File: src/rtl/knn_dist_core.sv
// knn_dist_core: saturating squared Euclidean distance between two points, gated by a registered enable
module knn_dist_core #(
  parameter int DATA_W = 32
) (
  input  logic                clk,
  input  logic                rst,
  input  logic                KNN_ENABLE,
  input  logic [DATA_W/2-1:0] x1,
  input  logic [DATA_W/2-1:0] x2,
  input  logic [DATA_W/2-1:0] y1,
  input  logic [DATA_W/2-1:0] y2,
  output logic [DATA_W-1:0]   z
);
  localparam int H = DATA_W / 2;
  logic              en_r;
  logic [H-1:0]      dx, dy;
  logic [DATA_W-1:0] dxe, dye, dx2, dy2;
  logic [DATA_W:0]   sq;
  always_ff @(posedge clk or posedge rst)
    if (rst) en_r <= 1'b0;
    else     en_r <= KNN_ENABLE;
  always_comb begin
    dx  = (x1 > x2) ? x1 - x2 : x2 - x1;
    dy  = (y1 > y2) ? y1 - y2 : y2 - y1;
    dxe = {{H{1'b0}}, dx};
    dye = {{H{1'b0}}, dy};
    dx2 = dxe * dxe;
    dy2 = dye * dye;
    // one extra bit keeps the carry so overflow can saturate instead of wrap
    sq  = {1'b0, dx2} + {1'b0, dy2};
    z   = !en_r ? '0 : sq[DATA_W] ? '1 : sq[DATA_W-1:0];
  end
endmodule

File: config.mk
export PLATFORM = sky130hd
export DESIGN_NAME = knn_dist_core
export DESIGN_NICKNAME = d
export VERILOG_FILES = /design/src/rtl/knn_dist_core.sv
export SDC_FILE = /design/constraint.sdc
export NUM_CORES = 1
export LEC_CHECK = 0
export CORE_MARGIN = 8
export CORE_UTILIZATION = 35
export CTS_CLUSTER_SIZE = 25
export DETAILED_ROUTE_END_ITERATION = 10
export GPL_TIMING_DRIVEN = 1
export PLACE_DENSITY = 0.54
export RECOVER_POWER = 100
export SLEW_MARGIN = 5
export SYNTH_ARGS = -nofsm -noshare
export SYNTH_HDL_FRONTEND = slang
export SYNTH_SLANG_ARGS = --single-unit
File: constraint.sdc
create_clock -name clk -period 42.3 [get_ports clk]
set_input_delay 8.46 -clock clk [delete_from_list [all_inputs] [get_ports clk]]
set_output_delay 8.46 -clock clk [all_outputs]
set_load 0.01 [all_outputs]
==> results.yml, run 1 <==
floorplanning:
  ports_placed_on_the_boundary: 99
  die_w_um: 242
  die_area_mm2: 0.0585
  rows: 82
  floorplan.die.height_um: 242
  placeableCoreArea_mm2: 0.0503
  starting_density: 0.355
setup_path:
  crit_path_start: "y1[0]"
  critPathLaunchType: "primary input"
  timing.critical_path.max_delay_family: "adder cells"
  worst-setup-path-type: "primary input to output port"
  crit_cells: 38
  cp_data_arrival_time_ps: 23300
  top_fanout_value_on_the_critical_path: 32
  cpMaxStageDelayCell: "sky130_fd_sc_hd__xnor2_1"
  critical-path-max-stage-delay_ps: 2360
  crit_path_frequent_cell: "sky130_fd_sc_hd__fa_1"
  cp.required_ps: 33840
  critPathCaptureType: "output port"
  buffering_stage_count_on_the_worst_path_with_inverters_included: 8
timing:
  final.period_utilization: 0.751
  setup_viol: 0
  min_period_ps: 31760
  hold_slack_ps: 8740
  worst_pin_slew_ps: 3210
  setup-tns-final_ps: 0
  timing_max_transition_violations_final: 33
  timing.max_slew.rel_slack: -1.15
  timing.fmax_ghz: 0.0315
  finalHoldViolCount: 0
  grt_setup_unrepaired: "no"
synth:
  cell_with_the_most_instances_after_synthesis: "sky130_fd_sc_hd__inv_1"
  ys.flop_type: "sky130_fd_sc_hd__dfrtp_1"
  synth_top_area_share: 0.434
  synth_area_per_cell_um2: 8.99
  synth.ff_latch_count: 1
  synthArstFlopShare: 1.00
  synth_common_cells: "563 x sky130_fd_sc_hd__inv_1, 387 x sky130_fd_sc_hd__fa_1, 258 x sky130_fd_sc_hd__ha_1, 162 x sky130_fd_sc_hd__nor2_1, 101 x sky130_fd_sc_hd__nand2_1"
  yosysTopAreaCell: "sky130_fd_sc_hd__fa_1"
  synth.distinct_cells: 76
  synth_edf_count: 0
  sequential_area_share_after_synthesis: 0.00140
  postSynthCellCount: 1985
  synth.cell_area_mm2: 0.0178
  syn_nets: 2697
  yosys_warnings: 0
  post_synth_main_area_contributors: "sky130_fd_sc_hd__fa_1 43%, sky130_fd_sc_hd__ha_1 18%, sky130_fd_sc_hd__inv_1 12%, sky130_fd_sc_hd__nor2_1 3.4%, sky130_fd_sc_hd__nand2_1 2.1%"
cells_and_area:
  final_layout_size_suffix_gt1_frac: 0.0476
  multi_input_area_mm2: 0.0154
  syn_to_final_growth_pct: 9.93
  finish.net_count: 2773
  fillCellCount: 5154
  reg.largest.list: "en_r: 1 flops"
  stdcell_count: 2732
  largest_register_ffs: 1
  final-seq-area_um2: 25.0
  regMostFlops: "en_r"
global_route:
  global_route.usage.met3: 0.00463
  grt_util_met2: 0.294
  grt_use_total: 0.153
  gr-max-usage-layer: "met2"
  first_global_vias: 14500
  antenna_violations_before_repair: 0
  grt_pass1_wl_mm: 74.0
  grt_remaining_overflow: 0
  grt_max_degree: 33
  grtUsageMet1: 0.193
clocking:
  cts.hold.buffers_added: 0
  postCtsSetupBuffers: 0
  cts_resized: 0
  clkSlewWorstSetupHoldPaths_ps: 0
min_path:
  timing.hold.worst.class: "primary input to async pin"
drt:
  postRouteAntennaNets: 0
  number_of_violations_reported_at_the_end_of_detailed_routing_iteration_0: 458
  via_per_inst: 4.78
  detail_route.wl_per_cell_um: 16.5
  routed_wl_mm: 45.1
  detailroute.via_count: 13100
  post-route-drc-count: 0
  detail_route.first_pass.iterations: 4
outcome:
  failed_checks: "capacitance limit, slew limit"
  status: "finished with violations"
run:
  drv_cap: 1
placed_design:
  half_perimeter_wire_length_after_detailed_placement_mm: 39.8
  place_congestion: 0.862
  port_buffers: 98
  numPlacedInstances: 2731
## metal layers
metal	wire [um]	up-vias
li1	-	6145
met1	18900	6710
met2	24300	178
met3	1120	34
met4	725	0
met5	0	-
## cells by family (layout without fill, tap and decap cells)
group	Yosys count	count (layout)	share of synthesized area
buf+inv	622	696	0.134
mux	34	34	0.0208
xor+xnor	76	76	0.0404
flops	1	1	0.00140
other cells	0	1	0
simple gates	375	375	0.0962
fa+ha+maj	645	645	0.615
compound gates	232	232	0.0919
## cell usage in the layout, fill, tap and decap left out, types with 8 or more instances in the layout
master | synthesis | final
sky130_fd_sc_hd__nand2_1 | 101 | 101
sky130_fd_sc_hd__or2_2 | 15 | 15
sky130_fd_sc_hd__ha_1 | 258 | 258
sky130_fd_sc_hd__a21o_1 | 35 | 35
sky130_fd_sc_hd__nor2_2 | 11 | 11
sky130_fd_sc_hd__clkdlybuf4s50_1 | 0 | 68
sky130_fd_sc_hd__inv_1 | 563 | 563
sky130_fd_sc_hd__nand3_1 | 13 | 13
sky130_fd_sc_hd__o21ai_0 | 24 | 24
sky130_fd_sc_hd__buf_4 | 2 | 25
sky130_fd_sc_hd__inv_2 | 8 | 8
sky130_fd_sc_hd__a31oi_1 | 8 | 8
sky130_fd_sc_hd__nand2b_1 | 26 | 26
sky130_fd_sc_hd__mux2_2 | 12 | 12
sky130_fd_sc_hd__a211oi_1 | 9 | 9
sky130_fd_sc_hd__mux2i_1 | 20 | 20
sky130_fd_sc_hd__o21ai_1 | 8 | 8
sky130_fd_sc_hd__fa_1 | 387 | 387
sky130_fd_sc_hd__dlygate4sd3_1 | 0 | 30
sky130_fd_sc_hd__nor2_1 | 162 | 162
sky130_fd_sc_hd__o21a_1 | 41 | 41
sky130_fd_sc_hd__xor2_1 | 27 | 26
sky130_fd_sc_hd__a21oi_1 | 54 | 54
sky130_fd_sc_hd__xnor2_1 | 43 | 43
## path summary, 6_finish.rpt
check,end,slack [ps]
setup / recovery,z[16],10540
hold / removal,en_r,8740
max in group asynchronous,en_r,33470
min in group clk,en_r,9020
## per-stage QoR
stage / instance area, um2 / util / setup WS [ps]
2_1_floorplan: 17800 / - / 15790
3_3_place_gp: 19600 / 0.391 / 12760
3_5_place_dp: 19600 / 0.391 / 12470
4_1_cts: 19600 / 0.391 / 12440
5_1_grt: 19600 / 0.390 / 9460
6_report: 19600 / 0.390 / 10540
## area by class of cell
cell class              instances  share of cell area
flip-flops and latches          1             0.00128
inverters                     572               0.109
repair buffers                124              0.0597
well taps                     672              0.0429
multi-input cells            1362               0.787
diodes                          1            0.000128
==> run 2: changes to the inputs <==
- clock period: 42.3 -> 31.8 ns (I/O delays scaled with it)
==> run 2 against run 1 <==
Critical path depth stayed put. Global-route usage is essentially flat. First-iteration DRC count decreased by 10%. Hold slack worse by 2100 ps. Worst setup slack worse by 6400 ps. The run still ends with capacitance limit, slew limit left. Die area stayed put. Flip-flop and latch count did not move. Critical endpoint is now z[5]. Via count fell by 0.73%. Cell area hardly changed. Sequential share of layout area hardly changed.
==> results.yml, run 2 (synthesized netlist as in run 1, its figures left out) <==
setup_path:
  cp.required_ps: 25440
  cpMaxStageDelayCell: "sky130_fd_sc_hd__xnor2_1"
  top_fanout_value_on_the_critical_path: 32
  critical-path-max-stage-delay_ps: 2350
  critPathLaunchType: "primary input"
  critPathCaptureType: "output port"
  worst-setup-path-type: "primary input to output port"
  cp_data_arrival_time_ps: 21350
  crit_path_frequent_cell: "sky130_fd_sc_hd__fa_1"
clocking:
  clkSlewWorstSetupHoldPaths_ps: 0
  cts.hold.buffers_added: 0
  cts_resized: 0
  postCtsSetupBuffers: 0
cells_and_area:
  insertedDiodeCount: 0
  reg.largest.list: "en_r: 1 flops"
  layout.cells.most_common_list: "563 x sky130_fd_sc_hd__inv_1, 387 x sky130_fd_sc_hd__fa_1, 258 x sky130_fd_sc_hd__ha_1"
  regMostFlops: "en_r"
  final-seq-area_um2: 25.0
  fillCellCount: 5212
  final_layout_size_suffix_gt1_frac: 0.0476
  finish.net_count: 2773
  syn_to_final_growth_pct: 9.91
  most_frequent_standard_cell_in_the_layout_excluding_fill_and_tap_cells: "sky130_fd_sc_hd__inv_1"
  largest_register_ffs: 1
  multi_input_area_mm2: 0.0154
timing:
  timing.max_slew.rel_slack: -1.15
  finalHoldViolCount: 0
  final.period_utilization: 0.871
  setup_viol: 0
  setup-tns-final_ps: 0
  grt_setup_unrepaired: "no"
  worst_pin_slew_ps: 3200
  timing.fmax_ghz: 0.0361
  timing_max_transition_violations_final: 33
  min_period_ps: 27710
floorplanning:
  floorplan.die.height_um: 242
  ports_placed_on_the_boundary: 99
  die_area_mm2: 0.0585
  die_w_um: 242
  starting_density: 0.355
  rows: 82
  placeableCoreArea_mm2: 0.0503
global_route:
  grt_use_total: 0.153
  first_global_vias: 14300
  antenna_violations_before_repair: 0
  grt_pass1_wl_mm: 73.6
  grt_remaining_overflow: 0
  grt_max_degree: 33
placed_design:
  place_congestion: 0.862
  port_buffers: 98
  half_perimeter_wire_length_after_detailed_placement_mm: 39.8
run:
  drv_cap: 1
drt:
  postRouteAntennaNets: 0
  via_per_inst: 4.75
  number_of_violations_reported_at_the_end_of_detailed_routing_iteration_0: 412
  post-route-drc-count: 0
  detail_route.first_pass.iterations: 5
  detailroute.via_count: 13000
  routed_wl_mm: 44.8
  detail_route.wl_per_cell_um: 16.4
outcome:
  status: "finished with violations"
  failed_checks: "capacitance limit, slew limit"
min_path:
  timing.hold.worst.class: "primary input to async pin"
==> run 2: changes by cell type in the layout (fill, tap and decap cells not counted), sizes merged <==
cell   before  now
diode       1    0
==> run 2: cell type report <==
cell class,count,area share
multi-input cells,1362,0.787
inverters,572,0.109
repair buffers,124,0.0598
flip-flops and latches,1,0.00128
well taps,672,0.0429
==> run 2: final timing paths <==
| check | cells past startpoint | slack (ps) | start | endpoint |
|---|---|---|---|---|
| worst min-delay path | 2 | 6640 | rst | en_r |
| min in group clk | 1 | 6920 | KNN_ENABLE | en_r |
| worst max-delay path | 38 | 4090 | y1[0] | z[5] |
| max in group asynchronous | 2 | 25070 | rst | en_r |
==> run 2: per-layer routing <==
metal / vias to the layer above / global-route usage / wire length, um
met2: 174 / 0.294 / 24200
li1: 6149 / - / -
met3: 37 / 0.00529 / 1190
met4: 0 / 0.0199 / 762
met1: 6611 / 0.193 / 18700
met5: - / 0 / 0
==> run 2: worst max-delay path, delay by kind of cell <==
family          cells  cell delay [ps]
fa+ha+maj          10             5090
compound gates     10             2100
mux                 1              350
simple gates        7             2080
buf+inv             8             1910
xor+xnor            2             3390
==> run 2: metrics by stage <==
stage,cell area [um2],instances,hold WS (ps),utilization,worst slack (ps)
2_1_floorplan,17800,1985,6090,-,9490
3_3_place_gp,19600,2731,6500,0.391,6460
3_5_place_dp,19600,2731,6510,0.391,6210
4_1_cts,19600,2731,6510,0.391,6170
5_1_grt,19600,2731,6670,0.390,3210
6_report,19600,2731,6640,0.390,4090
Power of run 2 is left out: the tool's default activity adds up to more than one toggle a clock period on the data nets, which glitch-free logic cannot reach.
